==> src/rtl/integer_dispatch_buffer.sv <==
// Decoupling FIFO between dispatch and the integer issue queue. Buffered uops
// keep snooping the issue wakeup and the ALU/load result broadcasts.
module integer_dispatch_buffer #(
   parameter int DEPTH          = 2,
   parameter int ROB_ID_WIDTH   = 6,
   parameter int REG_DATA_WIDTH = 32,
   parameter int CTRL_WIDTH     = 16,
   parameter int ENTRY_WIDTH    = CTRL_WIDTH + ROB_ID_WIDTH
                                  + 2 * (2 + ROB_ID_WIDTH + REG_DATA_WIDTH)
) (
   input  logic                      clk,
   input  logic                      rst_aL,
   input  logic                      in_valid,
   output logic                      in_ready,
   input  logic [ENTRY_WIDTH-1:0]    in_data,
   output logic                      out_valid,
   input  logic                      out_ready,
   output logic [ENTRY_WIDTH-1:0]    out_data,
   input  logic                      iiq_issue_valid,
   input  logic [ROB_ID_WIDTH-1:0]   iiq_issue_rob_id,
   input  logic                      alu_broadcast_valid,
   input  logic [ROB_ID_WIDTH-1:0]   alu_broadcast_rob_id,
   input  logic [REG_DATA_WIDTH-1:0] alu_broadcast_reg_data,
   input  logic                      ld_broadcast_valid,
   input  logic [ROB_ID_WIDTH-1:0]   ld_broadcast_rob_id,
   input  logic [REG_DATA_WIDTH-1:0] ld_broadcast_reg_data,
   input  logic                      fetch_redirect_valid
);

   localparam int PTR_W = (DEPTH > 1) ? $clog2(DEPTH) : 1;
   localparam logic [PTR_W:0] FULL_COUNT = (PTR_W + 1)'(DEPTH);

   // Packed iiq_entry_t layout, most significant field first.
   typedef struct packed {
      logic [CTRL_WIDTH-1:0]     ctrl;
      logic [ROB_ID_WIDTH-1:0]   rob_id;
      logic                      src1_valid;
      logic                      src1_ready;
      logic [ROB_ID_WIDTH-1:0]   src1_rob_id;
      logic [REG_DATA_WIDTH-1:0] src1_data;
      logic                      src2_valid;
      logic                      src2_ready;
      logic [ROB_ID_WIDTH-1:0]   src2_rob_id;
      logic [REG_DATA_WIDTH-1:0] src2_data;
   } iiq_entry_t;

   typedef struct packed {
      logic                      ready;
      logic [REG_DATA_WIDTH-1:0] data;
   } src_state_t;

   iiq_entry_t       r_mem [DEPTH];
   logic [PTR_W-1:0] r_wr_ptr;
   logic [PTR_W-1:0] r_rd_ptr;
   logic [PTR_W:0]   r_count;

   iiq_entry_t       w_snooped [DEPTH];
   iiq_entry_t       w_in_entry;
   iiq_entry_t       w_in_snooped;
   logic             w_enq;
   logic             w_deq;

   // ALU data wins over load data on the same tag; any of the three sets ready.
   function automatic src_state_t snoopSrc(
      input logic                      valid,
      input logic                      ready,
      input logic [ROB_ID_WIDTH-1:0]   tag,
      input logic [REG_DATA_WIDTH-1:0] data
   );
      src_state_t s;
      s.ready = ready;
      s.data  = data;
      if (valid && !ready) begin
         if (alu_broadcast_valid && (alu_broadcast_rob_id == tag)) begin
            s.ready = 1'b1;
            s.data  = alu_broadcast_reg_data;
         end else if (ld_broadcast_valid && (ld_broadcast_rob_id == tag)) begin
            s.ready = 1'b1;
            s.data  = ld_broadcast_reg_data;
         end else if (iiq_issue_valid && (iiq_issue_rob_id == tag)) begin
            s.ready = 1'b1;
         end
      end
      return s;
   endfunction

   function automatic iiq_entry_t snoopEntry(input iiq_entry_t e);
      iiq_entry_t r;
      src_state_t s1;
      src_state_t s2;
      r  = e;
      s1 = snoopSrc(e.src1_valid, e.src1_ready, e.src1_rob_id, e.src1_data);
      s2 = snoopSrc(e.src2_valid, e.src2_ready, e.src2_rob_id, e.src2_data);
      r.src1_ready = s1.ready;
      r.src1_data  = s1.data;
      r.src2_ready = s2.ready;
      r.src2_data  = s2.data;
      return r;
   endfunction

   assign w_in_entry = in_data;
   assign in_ready   = (r_count != FULL_COUNT);
   assign out_valid  = (r_count != '0);
   assign w_enq      = in_valid && in_ready;
   assign w_deq      = out_valid && out_ready;

   always_comb begin
      for (int i = 0; i < DEPTH; i++) begin
         w_snooped[i] = snoopEntry(r_mem[i]);
      end
      w_in_snooped = snoopEntry(w_in_entry);
   end

   assign out_data = out_valid ? w_snooped[r_rd_ptr] : '0;

   // Every stored entry absorbs this cycle's broadcasts; a flush drops any enq/deq.
   always_ff @(posedge clk or negedge rst_aL) begin
      if (!rst_aL) begin
         r_wr_ptr <= '0;
         r_rd_ptr <= '0;
         r_count  <= '0;
         for (int i = 0; i < DEPTH; i++) begin
            r_mem[i] <= '0;
         end
      end else begin
         for (int i = 0; i < DEPTH; i++) begin
            r_mem[i] <= w_snooped[i];
         end
         if (fetch_redirect_valid) begin
            r_wr_ptr <= '0;
            r_rd_ptr <= '0;
            r_count  <= '0;
         end else begin
            if (w_enq) begin
               r_mem[r_wr_ptr] <= w_in_snooped;
               r_wr_ptr        <= r_wr_ptr + 1'b1;
            end
            if (w_deq) begin
               r_rd_ptr <= r_rd_ptr + 1'b1;
            end
            case ({w_enq, w_deq})
               2'b10:   r_count <= r_count + 1'b1;
               2'b01:   r_count <= r_count - 1'b1;
               default: r_count <= r_count;
            endcase
         end
      end
   end

endmodule

==> config.mk <==
export PLATFORM = sky130hd
export DESIGN_NAME = integer_dispatch_buffer
export DESIGN_NICKNAME = d
export VERILOG_FILES = /design/src/rtl/integer_dispatch_buffer.sv
export SDC_FILE = /design/constraint.sdc
export NUM_CORES = 1
export LEC_CHECK = 0
export BUFFER_PORTS_ARGS = -buffer_cell sky130_fd_sc_hd__buf_2
export CAP_MARGIN = 10
export CELL_PAD_IN_SITES_DETAIL_PLACEMENT = 1
export CELL_PAD_IN_SITES_GLOBAL_PLACEMENT = 2
export CORE_MARGIN = 3
export CORE_UTILIZATION = 36
export DETAILED_ROUTE_END_ITERATION = 12
export PLACE_DENSITY = 0.9
export SLEW_MARGIN = 10
export SYNTH_ARGS = -nofsm -noshare
export SYNTH_HDL_FRONTEND = slang
export SYNTH_SLANG_ARGS = --single-unit
==> constraint.sdc <==
create_clock -name clk -period 6.9 [get_ports clk]
set_clock_uncertainty 0.15 [all_clocks]
set_input_delay 1.38 -clock clk [delete_from_list [all_inputs] [get_ports clk]]
set_output_delay 1.38 -clock clk [all_outputs]
set_load 0.02 [all_outputs]
* Word level (Yosys, flattened, before mapping) *
Index checks and enable logic that the tools add are counted.
W data, S select, Z words.

cells by class
  $add $sub $neg = 4
  $lt $le $gt $ge = 3
  equality and inequality tests = 21
  mux-type cells = 45
  bitwise operators = 3
  reductions and logical operators = 38

operator list
  operator               number
  $mux W102              5
  $mux W33               12
  $mux W181              2
  $bwmux W204            1
  $mux W32               6
  $eq A6 B6 Y1           18
  $demux W102 S1         1
  $logic_and A1 B1 Y1    27
  $mux W1                16
  $logic_not A1 Y1       6
  $reduce_bool A2 Y1     3
  $ge A2 B2 Y1 const B   2
  $not A1 Y2             2
  $pmux W2 S2            1
  $reduce_bool A3 Y1     1
  $add A1 B1 Y1 const B  2
  $add A2 B1 Y2 const B  1
  $eq A2 B1 Y1 const B   1
  $eq A2 B2 Y1 const B   1
  $lt A2 B1 Y1 const B   1
  $mux W2                1
  $ne A2 B2 Y1 const B   1
  $reduce_and A2 Y1      1
  $sub A2 B1 Y2 const B  1
  $not A1 Y1             1

word-level totals
  register bits after elaboration = 208
  output and inout port bits = 104

* Logic depth before layout (Yosys ltp) *
  depth in word-level cells = 10
  mapped depth = 9

* Least setup slack after synthesis *
No wires, ideal clock.

  path kind = in2out
  start point = input port alu_broadcast_rob_id[0]
  end point = output port out_data[2]
  arrival = 3,199 ps
  data required time = 5,370 ps
  slack = 2,171 ps
  stages on the path = 9
  path buffers = 3
  cell sequence = buf_4 > xor2_1 > or4b_4 > or2_1 > buf_6 > buf_6 > a21oi_1 > nor2_1 > o21ai_1

on the way
  word-level cells in the longest chain between the ends = 8

ends and longest elaborated chain
  what                                               RTL line  source
  from (decl)                                        22        input logic [ROB_ID_WIDTH-1:0] alu_broadcast_rob_id,
  $eq A6 B6 Y1                                       74        if (alu_broadcast_valid && (alu_broadcast_rob_id == tag)) begin
  $logic_and A1 B1 Y1                                74
  $mux W33                                           74
  $mux W33                                           73        if (valid && !ready) begin
  $mux W102 (implied by the code) (*) (3 in series)  114       assign out_data = out_valid ? w_snooped[r_rd_ptr] : '0;
  $mux W102 (*)                                      114
  to (decl)                                          18        output logic [ENTRY_WIDTH-1:0] out_data,

Every way passes the cells marked *; elsewhere a longest branch is shown, timed or not. The select of a mux whose other input is x is not followed.

* Worst setup path in the final report *
  start point = input port ld_broadcast_rob_id[2]
  end point = output port out_data[16]

on the way
  word-level cells in the longest chain between the ends = 9

ends and longest elaborated chain
  what                                               RTL line  source
  from (decl)                                        25        input logic [ROB_ID_WIDTH-1:0] ld_broadcast_rob_id,
  $eq A6 B6 Y1                                       77        end else if (ld_broadcast_valid && (ld_broadcast_rob_id == tag)) begin
  $logic_and A1 B1 Y1                                77
  $mux W32                                           77
  $mux W33                                           74
  $mux W33                                           73
  $mux W102 (implied by the code) (*) (3 in series)  114
  $mux W102 (*)                                      114

Marked as above.

==> metrics list <==
* NetSw: 1.68 mW
- Combinational share of power: 28.9%
- After the first detailed-routing iteration, the DRC count stood at 1384.
- Via count normalized by instance count: 6.43
- The pre-antenna-repair detailed-routing pass consisted of 8 iterations.
* GRT Total Usage: 30.0%
- In this run the critical register-to-register path is launched from r_mem[36].
- Hold violation total from the final report: 0
* Largest net degree at the start of global routing: 107
* Worst hold-check path type: register to register
- Highest ir drop seen on vdd: ~0.23 mV
- Total overflow reported by the global router: 0
- The average instance in the mapped netlist occupies approximately 8.4 um^2.
- TritonCTS built the clock tree.
- In the synthesized netlist the async set-or-reset flop fraction comes to 100%.
- Uppermost metal layer occupied by signal nets: met5
* Remaining number of nets flagged by the antenna check after routing: 0
* Period utilization: 84.4%
- Reg-to-reg endpoint: r_mem[21]
* Critical hold path startpoint: r_mem[85]
- Share of total power in sequential cells: about 39%
- Ports: between 200 and 300
- Primary flip-flop cell chosen by synthesis mapping: dfrtp_1
- Highest Clock Rate: ~170 MHz
- Setup repair after global routing left no endpoint under its margin.
- Result of the run: finished, final reports clean
- After synthesis, the cell types taking the most area are dfrtp_1 35%, o221ai_1 10%, nand2_1 7.6%.
* Worst slew margin relative to its limit: 23.4%
- Most common library cell in the layout ignoring fill and taps: nand2_1
* Pleak: 7.21 nW
* Final setup slack of the worst path: 1.08 ns
- Sort of element at the start of the critical path: input pin
* Number of buffers inserted for hold repair after clock tree synthesis: 0
- Cell internal power was estimated by the tool at 3.06 mW.
* Number of clock sinks seen by CTS: 208
- Initial core utilization: 37.0%
* Net count after synthesis: 1963
- The number of global-route vias before repair came to 16.8k.
- Length of routed wiring on met1: 27000 um
- Leaving out fill and tap cells, the most frequent cells in the layout are 302 x nand2_1, 294 x buf_2, 207 x dfrtp_1.
- Core ar.: 0.0404 mm^2
- Post-layout net count: 2103
* Max clock buf depth: 3
- Detailed routing placed a total of 5920 um of wire on met3.
- Antenna violations before repair: 16
- At the worst endpoint, the arrival time is ~4.3 ns.
* Setup bufs post-CTS: 0
- After routing, the total negative slack on setup checks comes to 0 ns.
- After detailed routing, the average wire length per cell comes to 27.7 um.
- Detailed route wirelength on metal2: 31900 um
* Number of H-tree levels: 1
- Min-Delay Endpoint: r_mem[85]
* Die Span X: around 210 um
* Final wirelength: between 60000 and 70000 um
- Total of endpoints with negative setup slack in the final report: 0
* Count of cells resized by post-cts repair: 0
- During placement, the flow inserted port buffers numbering roughly 300.
- Switching share of total power: 35.5%
- Share of synthesized area occupied by flip-flops and latches: around a third
- Clock tree synthesis inserted a total of 26 buffers.
- Setup slack of the worst register-to-register path: about 3.6 ns
* Req. time, crit path: 5.37 ns
- For the pin with the worst max-slew slack, the measured transition is 1.15 ns.
- Routability-driven placement finished with a final weighted congestion of 0.909.
* Fraction of final layout cells with drive strength greater than 1: 22.4%
* First-pass GRT wire length: approximately 100000 um
- Clock-pin slew was measured on the worst setup and hold paths at 0.06 ns.
- Count of distinct cell types in the synthesized netlist: 56
- Clock latency at the later pin of the worst-skew pair: around 0.56 ns
- Worst setup path class: input pin to output port
- Yosys top cell area share: 34.8%
- Number of flops mapped to enable cells by yosys: 0
- The die covers roughly 0.044 mm^2.
- Number of max-slew violations in the final report: 0
* Count of synthesis-stage warnings from yosys: 0
* Half-perimeter wire length of the detailed placement result: ~46000 um
* Dominant cell type by area after synthesis: dfrtp_1
- The clock network burns 32.6% of the power.
- The area growth from synthesis to layout is 17.3%.
* Rows: 73
- The worst register-to-register path has a depth of 7.
- After detailed routing, the number of remaining DRC violations is 0.
- Minimum clock period after layout: 5.82 ns
* Master cell of the clock root buffer: clkbuf_16
- Synthesis produced 1771 cells.
* Max Cap Violations: 0
- Synthesis inferred ~210 register bits.
- From bottom edge to top edge, the die measures 210 um.
- In this run the worst path has a maximum fanout of 42.
- Via count: 15.8k
* Worst slack at placement: 1.11 ns
- Endpoint class of the critical path: output port
- Power per cell area: 270 mW/mm^2
* Hold Path Cell Cnt: 2
- After synthesis the cells add up to 0.0149 mm^2.
==> routing by layer <==
| metal | vias up | track usage [%] |
|---|---|---|
| met5 | - | 0 |
| met4 | 16 | 13.8 |
| met3 | 214 | 7.56 |
| met2 | 796 | 48.5 |
| met1 | 7927 | 37.6 |
| li1 | 6895 | - |
==> registers in the layout (all words and copies together), names as in the netlist <==
name	flops
r_mem	204
r_count	2
r_rd_ptr	1
r_wr_ptr	1
==> through the flow <==
stage                     total power [mW]  utilization, %  std cells  hold WS (ns)  cell area (um^2)
final                                 4.74            43.4       2463         0.325             17500
after global routing                  4.98            43.4       2460         0.351             17500
after CTS                             4.74            43.4       2455         0.326             17500
after detailed placement              3.18            41.0       2408         0.311             16600
after global placement                3.12            41.0       2408         0.306             16600
after floorplan                       2.69               -       1771         0.295             14900
==> cell families after synthesis <==
logic type	count (synthesis)	share of synthesized area [%]
AOI/OAI and AO/OA	623	29.6
buffers and inverters	222	6.34
and+or+nand+nor	506	15.6
DFF	208	34.8
xor gates and xnor gates	110	6.45
muxes	102	7.10
==> power by group through the flow <==
stage               Sequential, mW  Combinational (mW)  Clock (mW)
finish                        1.83                1.37        1.54
global placement              1.81                1.31           0
global route                  1.87                1.49        1.62
floorplan                     1.70               0.985           0
CTS                           1.82                1.36        1.56
detailed placement            1.83                1.35           0
==> cell usage after synthesis, drive strengths merged, types with 42 or more instances <==
cell type and n:
nand2 304, xnor2 68, o21ai 164, nor2 79
clkbuf 159, a21oi 51, buf 59, mux2i 70
dfrtp 208, o22a 106, xor2 42, o22ai 98
o221ai 175
==> worst max path at each step <==
stage,startpoint,to,slack [ns],depth (start not counted)
floorplan,alu_broadcast_rob_id[0],out_data[2],2.17,9
global placement,ld_broadcast_rob_id[4],out_data[19],1.22,9
detailed placement,ld_broadcast_rob_id[2],out_data[16],1.11,9
CTS,ld_broadcast_rob_id[2],out_data[16],1.09,9
global route,ld_broadcast_rob_id[2],out_data[16],0.88,9
finish,ld_broadcast_rob_id[2],out_data[16],1.08,9
==> area by class of cell <==
class / instances / area (um^2)
Fill cell: 4818 / 22800
Multi-Input combinational cell: 1341 / 8900
Sequential cell: 208 / 5210
Timing Repair Buffer: 330 / 1770
Clock buffer: 36 / 769
Tap cell: 525 / 657
Clock inverter: 11 / 185
Antenna cell: 8 / 20.0
Inverter: 4 / 15.0
==> critical path: stages <==
cell and delay, ns:
buf_2 0.20, xnor2_1 0.15, nand4_1 0.28, or3_1 0.47, a21oi_4 0.90, buf_4 0.41
o21ai_0 0.11, o21ai_1 0.17, buf_2 0.18
(Power assumes the default switching activity.)
